**config.mk**
```make
export PLATFORM = sky130hd
export DESIGN_NAME = piezo_drv
export DESIGN_NICKNAME = d
export VERILOG_FILES = /design/src/rtl/piezo_pkg.sv /design/src/rtl/dur_timer.sv /design/src/rtl/piezo_drv.sv
export SDC_FILE = /design/constraint.sdc
export NUM_CORES = 1
export LEC_CHECK = 0
export CAP_MARGIN = 20
export CORE_MARGIN = 3
export CORE_UTILIZATION = 35
export DETAILED_ROUTE_END_ITERATION = 16
export DONT_BUFFER_PORTS = 1
export GPL_ROUTABILITY_DRIVEN = 0
export PLACE_DENSITY_LB_ADDON = 0.05
export SLEW_MARGIN = 20
export SYNTH_ARGS = -nofsm -noshare
export SYNTH_HDL_FRONTEND = slang
export SYNTH_SLANG_ARGS = --single-unit
```
**constraint.sdc**
```tcl
create_clock -name clk -period 2.5 [get_ports clk]
set_input_delay 0.75 -clock clk [delete_from_list [all_inputs] [get_ports clk]]
set_output_delay 0.75 -clock clk [all_outputs]
set_load 0.01 [all_outputs]
```
**src/rtl/piezo_pkg.sv**
```systemverilog
// piezo_pkg: shared types and constants for the piezo tone/duration engine.
//   state_t          - top-level FSM state (IDLE / PLAY)
//   PER_W, DUR_W     - widths of the note period and note duration inputs
//   TICK_CLKS_DEFAULT- clocks per 1/100 s duration tick at 50 MHz
package piezo_pkg;

  typedef enum logic [0:0] {
    IDLE = 1'b0,
    PLAY = 1'b1
  } state_t;

  localparam int PER_W             = 15;
  localparam int DUR_W             = 8;
  localparam int TICK_CLKS_DEFAULT = 500000;

endpackage

```
**src/rtl/dur_timer.sv**
```systemverilog
// dur_timer: note duration timing for piezo_drv.
//   clk        - system clock
//   rst_n      - asynchronous active-low reset
//   clr        - high = hold all counters at 0 and suppress note_over
//   note_dur   - note duration in ticks (0 = never expires), used live
//   note_over  - registered one-cycle pulse, first cycle of the next note
//   restart    - combinational: this cycle is the last cycle of the note
// A tick is the wrap cycle of tick_cnt; dur_cnt counts ticks. When the last
// tick of the note wraps, all counters return to 0 in the same edge that
// raises note_over, so the pulse cycle is already cycle 0 of the next note.
module dur_timer
  import piezo_pkg::*;
#(
  parameter int TICK_CLKS = TICK_CLKS_DEFAULT
) (
  input  logic             clk,
  input  logic             rst_n,
  input  logic             clr,
  input  logic [DUR_W-1:0] note_dur,
  output logic             note_over,
  output logic             restart
);

  // Keep a 1-bit counter even for TICK_CLKS == 1 so the vector is legal.
  localparam int            TW        = (TICK_CLKS > 1) ? $clog2(TICK_CLKS) : 1;
  localparam logic [TW-1:0] TICK_LAST = TW'(TICK_CLKS - 1);

  logic [TW-1:0]    tick_cnt_reg;
  logic [DUR_W-1:0] dur_cnt_reg;
  logic             note_over_reg;

  logic tick_wrap;
  logic last_tick;

  assign tick_wrap = (tick_cnt_reg == TICK_LAST);
  // note_dur == 0 never matches, so the tone runs until clr.
  assign last_tick = (note_dur != '0) && (dur_cnt_reg == note_dur - 8'd1);
  // clr wins over a coincident end of note.
  assign restart   = !clr && tick_wrap && last_tick;
  assign note_over = note_over_reg;

  always_ff @(posedge clk or negedge rst_n) begin
    if (!rst_n) begin
      tick_cnt_reg  <= '0;
      dur_cnt_reg   <= '0;
      note_over_reg <= 1'b0;
    end else if (clr) begin
      tick_cnt_reg  <= '0;
      dur_cnt_reg   <= '0;
      note_over_reg <= 1'b0;
    end else begin
      note_over_reg <= restart;
      if (tick_wrap) begin
        tick_cnt_reg <= '0;
        dur_cnt_reg  <= last_tick ? '0 : dur_cnt_reg + 8'd1;
      end else begin
        tick_cnt_reg <= tick_cnt_reg + 1'b1;
      end
    end
  end

endmodule

```
**src/rtl/piezo_drv.sv**
```systemverilog
// piezo_drv: tone/duration engine driving the complementary piezo pins.
//   clk        - 50 MHz system clock
//   rst_n      - asynchronous active-low reset
//   clr        - high = silence and hold all counters at 0
//   note_per   - square-wave full period in clocks (live, < 2 = silent)
//   note_dur   - note duration in ticks of TICK_CLKS clocks (live)
//   note_over  - one-cycle pulse when the current note duration expires
//   piezo      - square-wave drive, high for the first half of each period
//   piezo_n    - complement of piezo while playing, 0 when silent
// All outputs are registered; the first PLAY cycle follows the cycle in
// which clr is sampled low.
module piezo_drv
  import piezo_pkg::*;
#(
  parameter int TICK_CLKS = TICK_CLKS_DEFAULT
) (
  input  logic             clk,
  input  logic             rst_n,
  input  logic             clr,
  input  logic [PER_W-1:0] note_per,
  input  logic [DUR_W-1:0] note_dur,
  output logic             note_over,
  output logic             piezo,
  output logic             piezo_n
);

  state_t           state_reg;
  logic [PER_W-1:0] freq_cnt_reg;
  logic             piezo_reg;
  logic             piezo_n_reg;

  logic playing;
  logic per_ok;
  logic high_half;
  logic hold;
  logic restart;

  assign playing   = (state_reg == PLAY) && !clr;
  assign per_ok    = (note_per >= 15'd2);
  assign high_half = (freq_cnt_reg < {1'b0, note_per[PER_W-1:1]});
  // Duration counters sit at 0 in IDLE, including the clr-low transition
  // cycle, so PLAY cycle 0 starts from a clean count.
  assign hold      = clr || (state_reg == IDLE);

  dur_timer #(
    .TICK_CLKS (TICK_CLKS)
  ) u_dur_timer (
    .clk       (clk),
    .rst_n     (rst_n),
    .clr       (hold),
    .note_dur  (note_dur),
    .note_over (note_over),
    .restart   (restart)
  );

  always_ff @(posedge clk or negedge rst_n) begin
    if (!rst_n) begin
      state_reg    <= IDLE;
      freq_cnt_reg <= '0;
      piezo_reg    <= 1'b0;
      piezo_n_reg  <= 1'b0;
    end else begin
      state_reg <= clr ? IDLE : PLAY;
      // ">=" rather than "==" so a shortened period mid-note wraps at once.
      if (!playing || !per_ok || restart || (freq_cnt_reg >= note_per - 15'd1)) begin
        freq_cnt_reg <= '0;
      end else begin
        freq_cnt_reg <= freq_cnt_reg + 15'd1;
      end
      piezo_reg   <= playing && per_ok && high_half;
      piezo_n_reg <= playing && per_ok && !high_half;
    end
  end

  assign piezo   = piezo_reg;
  assign piezo_n = piezo_n_reg;

endmodule

```
Word level (Yosys, flattened, before mapping) --
Cells that the tools add are included.
Storage, ports and cells: register bits after elaboration 46, output and inout port bits 3, logic and storage cells 44
Cells by class: add/sub/neg operators 5, $lt $le $gt $ge 3, equal/unequal tests 2, mux-type cells 8, bitwise operators 1, reductions and logical operators 18
Operators with widths (count):
- 19-bit 2-to-1 mux | 2
- 8-bit 2-to-1 mux | 3
- 19-bit by 1-bit adder with 19-bit output (second input constant) | 1
- 19-bit == test (second input constant) | 1
- 15-bit by 1-bit adder with 15-bit output (second input constant) | 1
- 15-bit >= comparator | 1
- 15-bit by 2-bit >= comparator with 1-bit output (second input constant) | 1
- 15-bit by 14-bit < comparator with 1-bit output | 1
- 15-bit 2-to-1 mux | 1
- 15-bit by 1-bit subtractor with 15-bit output (second input constant) | 1
- 8-bit by 1-bit adder with 8-bit output (second input constant) | 1
- 8-bit == test | 1
- 8-bit nonzero test | 1
- 8-bit by 1-bit subtractor with 8-bit output (second input constant) | 1
- 1-bit logical AND | 7
- 1-bit logical NOT | 5
- 1-bit logical OR | 4
- 1-bit 2-to-1 mux | 2
- 2-bit nonzero test | 1
- 1-bit inverter | 1

Longest topological paths before layout --
Gate-level depths: netlist of the first run.
depth after elaboration 8, depth in mapped cells 13

Hierarchy --
Synthesis of the first run repeated with hierarchy kept, for this count alone.
Unflattened totals: cell total of the unflattened synthesis 387, area, all modules 3463.3 um^2
By module, submodules not included:
- piezo_drv | instances 1, cells each 201, area an instance 1774.2 um^2
- dur_timer | instances 1, cells each 186, area an instance 1689.1 um^2

Worst setup path before layout of the first run --
Ideal clock, no wire load.
path type input to register, from in note_per[0], to reg freq_cnt_reg[10], setup time 0.136 ns, arrival time 3.457 ns, data required time 2.364 ns, setup slack -1.093 ns, stages on the path 13, buffers on the path 1, path through or3_1 or3_1 nor3_1 nand2_1 nor4_1 xnor2_1 ha_1 nand4_1 a21oi_1 nand3_1 o21ai_1 clkbuf_1 nor3_1
Between the ends: longest elaborated chain between the ends 6, elaborated cells between the ends (all ways) 8, classes of those cells add/sub (1); order compare (2); mux (1); reduce/logical (4)
Ends and longest elaborated chain:
- start: declaration | RTL line piezo_drv.sv:20 | input logic [PER_W-1:0] note_per,
- parallel branches: the longest is 4 deep, another holds 15-bit by 1-bit subtractor with 15-bit output
- 1-bit logical OR (*) | RTL line piezo_drv.sv:65 | if (!playing || !per_ok || restart || (freq_cnt_reg >= note_per - 15'd1)) begin
- 15-bit 2-to-1 mux (*) | RTL line piezo_drv.sv:65
- end signal: assignment | RTL line piezo_drv.sv:68 | freq_cnt_reg <= freq_cnt_reg + 15'd1;
- end: declaration | RTL line piezo_drv.sv:28 | logic [PER_W-1:0] freq_cnt_reg;
Mark *: on every way between the ends. A chain may end at the register's enable or synchronous reset.

Final worst setup path of the first run --
from in note_per[0], to reg freq_cnt_reg[1]
Same word-level chain as after synthesis.

==> metrics.cfg, run 1 <==
[logic_synthesis]
avgSynthCellArea_um2=8.81
synth_edf_count=0
synth_ff_type=dfrtp_1
syn_inst=386
ys_seq_area_share_pct=33.9
async_flop_share_pct=100
ys_types=47
synth.cell_area_mm2=0.00340
ys_seq_elements=46
synth.net_count=446
ys_warn_count=0

[worst_setup_path]
required_ns=2.72
r2r_slack_ns=0.06
path_max_fanout=7
cp.arrival_ns=3.28
r2r-start=u_dur_timer.tick_cnt_reg[12]
r2r_cells=5
timing.rr.end=freq_cnt_reg[11]
start_kind=input port
end_kind=flip-flop
worstSetupPathType=input port to flip-flop

[routing]
wl_per_cell_um=14.9
drc=0
firstDrtPassIters=4
wl_met2_um=3990
highest_layer=met4
postRouteAntennaNets=0
wl_met1_um=3810
routed-wl-met3_um=318
routed_wl_um=8180
drtIter0Drc=54
vias=2819
vias_per_cell=5.15

[floorplan]
core_mm2=0.00933
dieHeight_um=105
start_util_pct=36.4
dieArea_mm2=0.0109
io_pins=29
die_x_um=105
row_count=35

[clock_tree]
cts_sinks=46
root_buffer=clkbuf_8
clk_latency_ns=0.31
clock_path_buffers=2
cts_tree=built
hold_buffers=0
numCtsBuffers=5
cts-htree-levels=2
cts.clk_slew.worst_paths_ns=0.10

[final_layout]
fin_cells=547
fin_nets=477
post-route-util_pct=42.5
drive_gt1_share_pct=13.4
diodes=0
largest_register_ffs=19
area_growth_pct=16.6

[grt]
grt_pass1_vias=2842
overflow=0
grt_max_degree=47
grt_pass1_wl_um=13900
antenna_found_initial=0
grt_usage_pct=15.5

[timing]
setup_viol=15
drv_slew=0
rsz0062_at_grt=true
fin_ws_ns=-0.559
period_share_pct=122
fin_crit_ns=3.06
tightest_slew_ns=0.692
slew-limit-headroom_pct=53.6
hold_viol_final=0
worst_clock_skew_ns=0.0103
fmaxAchievable_mhz=327

[outcome]
status=finished with violations
violations=setup timing

[placement]
numPortBuffers=0
post-place-ws_ns=-0.856
place_hpwl_um=6270
dpl.cell_count=537

[pwr]
p_leak_nw=1.73
power_density_mw_per_mm2=373
vdd_drop_max_mv=0.272

[job]
maxCapViolCount=0

[min_path]
min_path_type=input port to asynchronous set/reset pin

synth_stat cells (5+ instances only):
cell type | instances | area (um2)
dfrtp_1 | 46 | 1150
nor2_1 | 40 | 150
xnor2_1 | 35 | 307
ha_1 | 34 | 425
nand2_1 | 33 | 124
nor3_1 | 27 | 135
inv_1 | 25 | 93.8
nand3_1 | 20 | 100
xor2_1 | 19 | 166
a21oi_1 | 9 | 45.0
o21ai_0 | 9 | 45.0
a21o_1 | 8 | 60.1
and3_1 | 7 | 43.8
nand4_1 | 7 | 43.8
or3_1 | 6 | 37.5
nor2b_1 | 5 | 31.3
routing by layer:
metal	vias to the layer above	GRT usage [%]
li1	1422	-
met5	-	0
met1	1335	20.3
met4	0	2.28
met3	6	3.52
met2	56	26.6
power by group:
group / switching [mW] / internal (mW)
combinational: 0.0765 / 0.0721
clock: 0.276 / 0.300
sequential: 0.00475 / 0.748
total: 0.357 / 1.12
cells in the final DEF (no fill, tap or decap), drive strengths merged, types with 7 or more instances in the layout:
cell and instances:
dfrtp 46, nor2 40, xnor2 35, ha 34, nand2 33, buf 28
nor3 27, inv 26, nand3 20, xor2 19, o21ai 10, a21oi 9
a21o 8, and3 7, nand4 7
metrics by stage:
| step | TNS (ns) | total power [mW] | hold WS (ns) | cell area [um2] |
|---|---|---|---|---|
| 4_1_cts | -7.44 | 1.50 | 0.110 | 3910 |
| 6_report | -7.72 | 1.48 | 0.122 | 3970 |
| 2_1_floorplan | -10.32 | 0.867 | 0.453 | 3450 |
| 5_1_grt | -9.90 | 1.56 | 0.0960 | 3970 |
| 3_5_place_dp | -13.90 | 0.911 | 0.456 | 3790 |
| 3_3_place_gp | -13.54 | 0.910 | 0.457 | 3790 |
kinds of logic (layout without fill, tap and decap cells):
kind of cell               Yosys count  after routing  synth area share (%)
and+or+nand+nor                    172            172                  25.6
xor gates and xnor gates            54             54                  13.9
AOI/OAI and AO/OA                   49             50                  10.3
DFF                                 46             46                  33.9
adders and majority gates           34             34                  12.5
buffers and inverters               30             61                  3.53
muxes                                1              1                 0.294
timing repair:
action	4_1_cts	5_1_grt
endpoints found under the setup margin	15	20
cloned	0	1
setup buffers	0	1
pin swaps	0	2
gates resized for setup	2	8
cell type report:
class                      count  area [um2]
tap                          129         161
sequential                    46        1150
clock buffer                   5        68.8
clock inverter                 3        43.8
fill                         965        5360
timing repair buffer          28         223
inverter                      25        93.8
multi-input combinational    311        2220
critical path, cell delays in order:
cell and delay (ns):
or3_4 0.37, or3_4 0.36, nor3_4 0.23, nand2_2 0.11, nor4_4 0.14, xnor2_1 0.15, ha_1 0.26, a21o_1 0.19
a211oi_4 0.29, o31ai_2 0.23, nor3b_1 0.21
how the worst max path moves through the flow:
stage | start | end | slack (ns)
after detailed placement | note_per[6] | freq_cnt_reg[1] | -0.86
after CTS | note_per[0] | freq_cnt_reg[12] | -0.52
after global placement | note_per[0] | freq_cnt_reg[1] | -0.82
after floorplan | note_per[0] | freq_cnt_reg[10] | -0.74
after global routing | note_per[0] | freq_cnt_reg[5] | -0.69
final | note_per[0] | freq_cnt_reg[1] | -0.56
Note: power is estimated with default switching activity, not from simulation.
==> run 2, diff against run 1 <==
--- a/config.mk
+++ b/config.mk
@@ -11,8 +11,10 @@
 export DETAILED_ROUTE_END_ITERATION = 16
 export DONT_BUFFER_PORTS = 1
 export GPL_ROUTABILITY_DRIVEN = 0
-export PLACE_DENSITY_LB_ADDON = 0.05
+export GPL_TIMING_DRIVEN = 0
+export PLACE_DENSITY = 0.53
 export SLEW_MARGIN = 20
 export SYNTH_ARGS = -nofsm -noshare
 export SYNTH_HDL_FRONTEND = slang
+export SYNTH_HIERARCHICAL = 1
 export SYNTH_SLANG_ARGS = --single-unit
==> metrics.cfg, run 2 <==
[grt]
antenna_found_initial=0  ; unchanged
overflow=0  ; unchanged
grt_pass1_vias=2646  ; -6.9%
grt_max_degree=47  ; unchanged
grt_usage_pct=14.0  ; -1.5 points
grt_pass1_wl_um=12800  ; -8.2%

[outcome]
status=finished with violations
violations=setup timing

[clock_tree]
root_buffer=clkbuf_8
cts.clk_slew.worst_paths_ns=0.09  ; about the same
cts_tree=built
clk_latency_ns=0.30  ; about the same
numCtsBuffers=5  ; unchanged
cts_sinks=46  ; unchanged
hold_buffers=0  ; unchanged
cts-htree-levels=2  ; unchanged
clock_path_buffers=2  ; unchanged

[timing]
rsz0062_at_grt=true
setup_viol=15  ; unchanged
hold_slack_ns=0.134  ; +0.0124 ns
fin_ws_ns=-0.543  ; +0.0155 ns
worst_clock_skew_ns=0.0119  ; +0.00160 ns
fin_crit_ns=3.04  ; -0.0155 ns
period_share_pct=122  ; -0.62 points
fmaxAchievable_mhz=329  ; +0.51%
slew-limit-headroom_pct=58.0  ; +4.4 points
drv_slew=0  ; unchanged
tightest_slew_ns=0.625  ; -0.0674 ns
hold_viol_final=0  ; unchanged

[final_layout]
final_cell_mix=dfrtp_1 (46), nor2_1 (40), xnor2_1 (33), ha_1 (33), nand2_1 (29)
diodes=0  ; unchanged
drive_gt1_share_pct=13.8  ; +0.39 points
fin_nets=458  ; -4.0%
final_common_cell=dfrtp_1
area_growth_pct=12.5
largest_register_ffs=19  ; unchanged
post-route-util_pct=41.4  ; -1.1 points
fin_cells=528  ; -3.5%
stdcell_area_mm2=0.00390  ; -1.7%

[placement]
dpl.cell_count=516  ; -3.9%
placed_area_mm2=0.00366  ; -3.5%
numPortBuffers=0  ; unchanged
place_hpwl_um=5710  ; -8.9%

[logic_synthesis]
synth_edf_count=0  ; unchanged
synth_most_common_cell=dfrtp_1
avgSynthCellArea_um2=8.95  ; +1.6%
yosysTopAreaCell=dfrtp_1
ys_top_cells_by_area=dfrtp_1 (33%), ha_1 (12%), xnor2_1 (8.3%), nor2_1 (4.9%), xor2_1 (4.3%)
ys_types=56  ; +19%
ys_warn_count=6  ; +6
synth.net_count=447  ; +0.22%
syn_inst=387  ; +0.26%
synth_ff_type=dfrtp_1
ys_seq_area_share_pct=33.2  ; -0.62 points
synth_top_area_share_pct=33.2  ; -0.62 points
synth_top_cells_by_count=dfrtp_1 (46), nor2_1 (45), ha_1 (34), xnor2_1 (33), nand2_1 (30)
async_flop_share_pct=100  ; unchanged
ys_seq_elements=46  ; unchanged
synth.cell_area_mm2=0.00346  ; +1.9%

[floorplan]
core_mm2=0.00942  ; +0.94%
dieArea_mm2=0.0111  ; +1.8%
row_count=35  ; unchanged
start_util_pct=36.8  ; +0.34 points
dieHeight_um=105  ; +0.88%
die_x_um=105  ; +0.88%
io_pins=29  ; unchanged

[worst_setup_path]
critPathLaunch=note_per[7]
required_ns=2.73  ; about the same
slowest_stage=or4_4
end_kind=flip-flop
cp.arrival_ns=3.27  ; about the same
path_cells=or4_4 -> nor3_4 -> nand3_2 -> nor4_4 -> xnor2_1 -> ha_1 -> nand4_1 -> nor3_4 -> a2111oi_4 -> nand4b_4 -> clkbuf_16 -> nor2_4
path_max_fanout=5  ; -2
slowest_delay_ns=0.54  ; +0.17 ns
start_kind=input port
r2r-start=u_dur_timer/tick_cnt_reg[0]
cpMostUsedCell=nor3_4
worstSetupPathType=input port to flip-flop
r2r_slack_ns=0.13  ; +0.07 ns

[job]
maxCapViolCount=0  ; unchanged

[routing]
postRouteAntennaNets=0  ; unchanged
routed_wl_um=7340  ; -10%
vias=2683  ; -4.8%
drtIter0Drc=106  ; +96%
vias_per_cell=5.08  ; -1.4%
firstDrtPassIters=4  ; unchanged
drc=0  ; unchanged
wl_per_cell_um=13.9  ; -7.0%

[min_path]
min_path_type=input port to asynchronous set/reset pin

[pwr]
power_mw=1.35  ; -8.4%
p_leak_nw=1.61  ; -6.5%
vdd_drop_max_mv=0.211  ; -22%
power_density_mw_per_mm2=347  ; -6.9%

==> run 2: cell count changes after synthesis, sizes merged, moves of 4 or more <==
cell,change
clkbuf,-4
o21ai,+4
a21o,-7
nor3,-11
nor2,+16
==> run 2: path summary, 6_finish.rpt <==
check | end | depth (start not counted)
worst max-delay path | freq_cnt_reg[1] | 12
worst min-delay path | u_dur_timer/dur_cnt_reg[2] | 0
worst max register to register | freq_cnt_reg[13] | 10
worst min register to register | u_dur_timer/tick_cnt_reg[0] | 1
max in group asynchronous | freq_cnt_reg[7] | 0
min in group clk | u_dur_timer/tick_cnt_reg[0] | 1
==> run 2: area by class of cell <==
cell class,count,area [um2]
clock buffers,6,72.6
multi-input cells,310,2300
inverters,27,104
repair buffers,4,51.3
fillers,933,5520
clock inverters,2,13.8
plain buffers,4,41.3
well taps,129,161
flip-flops and latches,46,1150
==> run 2: logic make-up (layout without fill, tap and decap cells) <==
| kind of cell | count (synthesis) | in the layout | synth area share [%] |
|---|---|---|---|
| and+or+nand+nor | 172 | 172 | 26.1 |
| xor gates and xnor gates | 51 | 51 | 13.1 |
| muxes | 3 | 3 | 0.903 |
| AOI/OAI and AO/OA | 50 | 50 | 10.2 |
| buffers and inverters | 31 | 43 | 4.12 |
| adders and majority gates | 34 | 34 | 12.3 |
| DFF | 46 | 46 | 33.2 |
==> run 2: power breakdown <==
group | switching (mW) | leakage, nW | total, mW | internal, mW
Clock | 0.253 | 0.0452 | 0.450 | 0.198
Combinational | 0.0780 | 0.931 | 0.147 | 0.0694
Sequential | 0.00710 | 0.637 | 0.755 | 0.748
==> run 2: repair_timing <==
action	in CTS	in global routing
gates cloned	1	0
pin swaps	3	3
setup buffers	2	1
gates resized for setup	6	17
endpoints found under the setup margin	15	17
hold endpoints to repair	0	0
==> run 2: stage by stage <==
step                      worst slack (ns)  TNS, ns
after floorplan                     -0.639    -8.75
after global placement              -0.940   -13.74
after detailed placement            -0.990   -14.53
after CTS                           -0.637    -9.17
after global routing                -0.701   -10.19
final                               -0.543    -7.84
==> run 2: worst max-delay path, delay by kind of cell <==
kind                     cells  cell delay (ns)
XOR/XNOR                     1             0.16
AND/OR/NAND/NOR              8             1.52
adder cells (fa/ha/maj)      1             0.27
buffers and inverters        1             0.22
AO/OA/AOI/OAI                1             0.35
==> run 2: layer usage <==
metal / global-route usage, % / routed length, um / vias up
li1: - / - / 1371
met4: 3.56 / 77 / 0
met5: 0 / 0 / -
met2: 22.5 / 3460 / 35
met3: 3.00 / 279 / 5
met1: 19.0 / 3530 / 1272
==> run 3, diff against run 2 <==
--- a/config.mk
+++ b/config.mk
@@ -13,7 +13,7 @@
 export GPL_ROUTABILITY_DRIVEN = 0
 export GPL_TIMING_DRIVEN = 0
 export PLACE_DENSITY = 0.53
-export SLEW_MARGIN = 20
+export SLEW_MARGIN = 5
 export SYNTH_ARGS = -nofsm -noshare
 export SYNTH_HDL_FRONTEND = slang
 export SYNTH_HIERARCHICAL = 1
==> constraint.sdc (replaced) <==
create_clock -name clk -period 2.5 [get_ports clk]
set_input_delay 0.5 -clock clk [delete_from_list [all_inputs] [get_ports clk]]
set_output_delay 0.5 -clock clk [all_outputs]
set_load 0.01 [all_outputs]
==> metrics.cfg, run 3 (synthesis results as in run 2) <==
[timing]
tightest_slew_ns=0.583  ; -0.0421 ns
fin_ws_ns=-0.247  ; +0.296 ns
setup_viol=15  ; unchanged
setup-tns-final_ns=-3.25  ; +4.58 ns
fin_crit_ns=2.75  ; -0.296 ns
period_share_pct=110  ; -12 points
slew-limit-headroom_pct=60.9  ; +2.8 points
fmaxAchievable_mhz=364  ; +11%
drv_slew=0  ; unchanged
worst_clock_skew_ns=0.0158  ; +0.00396 ns
rsz0062_at_grt=true
hold_viol_final=0  ; unchanged

[pwr]
vdd_drop_max_mv=0.197  ; -6.8%
p_leak_nw=1.59  ; -1.4%
power_density_mw_per_mm2=359  ; +3.5%

[final_layout]
stdcell_area_mm2=0.00384  ; -1.6%
final_common_cell=dfrtp_1
area_growth_pct=10.8
diodes=0  ; unchanged
final_cell_mix=dfrtp_1 (46), nor2_1 (42), ha_1 (34), xnor2_1 (33), nand2_1 (30)
seqCellArea_mm2=0.00115  ; unchanged
drive_gt1_share_pct=11.8  ; -2.0 points
fill_cells=947  ; +1.5%
multi_input_area_mm2=0.00224  ; -2.6%
largest_register_ffs=19  ; unchanged
fin_nets=457  ; -0.22%

[routing]
vias_per_cell=5.07  ; -0.15%
firstDrtPassIters=6  ; +2
wl_per_cell_um=13.7  ; -1.1%
drtIter0Drc=177  ; +67%
postRouteAntennaNets=0  ; unchanged
vias=2674  ; -0.34%
routed_wl_um=7240  ; -1.3%
drc=0  ; unchanged

[clock_tree]
cts-htree-levels=2  ; unchanged
root_buffer=clkbuf_8
cts_tree=built
cts.clk_slew.worst_paths_ns=0.10  ; about the same
clock_path_buffers=2  ; unchanged
clk_latency_ns=0.31  ; about the same
numCtsBuffers=5  ; unchanged
cts_sinks=46  ; unchanged

[min_path]
min_path_type=input port to asynchronous set/reset pin

[worst_setup_path]
worstSetupPathType=input port to flip-flop
required_ns=2.74  ; about the same
r2r-start=u_dur_timer/dur_cnt_reg[5]
start_kind=input port
path_max_fanout=10  ; +5
timing.rr.end=freq_cnt_reg[9]
cp.arrival_ns=2.99  ; -0.28 ns
r2r_slack_ns=0.13  ; about the same
r2r_cells=10  ; unchanged
end_kind=flip-flop

[grt]
antenna_found_initial=0  ; unchanged
grt_pass1_wl_um=12700  ; -0.43%
grt_max_degree=47  ; unchanged
grt_usage_pct=13.8  ; -0.16 points
grt_pass1_vias=2693  ; +1.8%
overflow=0  ; unchanged

[floorplan]
core_mm2=0.00942  ; unchanged
start_util_pct=36.8  ; unchanged
row_count=35  ; unchanged
io_pins=29  ; unchanged
dieHeight_um=105  ; unchanged
dieArea_mm2=0.0111  ; unchanged
die_x_um=105  ; unchanged

[placement]
placed_area_mm2=0.00363  ; -0.75%
place_hpwl_um=5630  ; -1.5%
numPortBuffers=0  ; unchanged

[outcome]
violations=setup timing
status=finished with violations

[job]
maxCapViolCount=0  ; unchanged

## run 3: routing by layer
layer,up-vias,GRT usage (%),wire [um]
li1,1369,-,-
met1,1255,18.7,3570
met2,43,22.9,3340
met3,7,2.82,281
met4,0,2.81,47
met5,-,0,0
## run 3: through the flow
stage | util [%] | hold slack (ns) | setup slack (ns) | power [mW] | cells
4_1_cts | 40.3 | 0.0291 | -0.267 | 1.40 | 527
5_1_grt | 40.7 | 0.0173 | -0.434 | 1.45 | 527
3_5_place_dp | 38.6 | 0.206 | -0.720 | 0.899 | 516
6_report | 40.7 | 0.0265 | -0.247 | 1.38 | 527
3_3_place_gp | 38.6 | 0.206 | -0.698 | 0.897 | 516
2_1_floorplan | - | 0.204 | -0.389 | 0.874 | 387
## run 3: layout make-up
cell class	instances	share of cell area (%)
Multi-Input combinational cell	310	58.4
Sequential cell	46	30.0
Tap cell	129	4.21
Inverter	27	2.64
Clock buffer	5	1.79
Timing Repair Buffer	3	1.21
Buffer	4	1.08
Clock inverter	3	0.620
## run 3: timing repair
item / in CTS / in global routing
endpoints found under the setup margin: 15 / 16
hold endpoints to repair: 46 / 0
buffers inserted: 2 / 0
gates cloned: 0 / 0
pin swaps: 2 / 1
hold buffers: 1 / 0
resized for setup: 5 / 9
## run 3: worst max-delay path: stages
cell and delay [ns]:
or4_4 0.55, nor3_4 0.16, nand3_2 0.13, nor4_4 0.17
xnor2_1 0.16, ha_1 0.26, nand4_1 0.15, nor3_4 0.09
a2111oi_4 0.34, nand4b_4 0.18, buf_12 0.19, nor2_2 0.10
## run 3: worst max-delay path by stage
stage	end	slack, ns	start
2_1_floorplan	freq_cnt_reg[6]	-0.39	note_per[7]
3_3_place_gp	freq_cnt_reg[0]	-0.70	note_per[7]
3_5_place_dp	freq_cnt_reg[0]	-0.72	note_per[7]
4_1_cts	freq_cnt_reg[11]	-0.27	note_per[7]
5_1_grt	freq_cnt_reg[11]	-0.43	note_per[7]
6_report	freq_cnt_reg[9]	-0.25	note_per[7]
## run 3: report_power, final
group	switching, mW	internal (mW)	leakage (nW)
Clock	0.270	0.200	0.0408
Sequential	0.00640	0.748	0.637
Combinational	0.0880	0.0660	0.912
Total	0.364	1.01	1.59
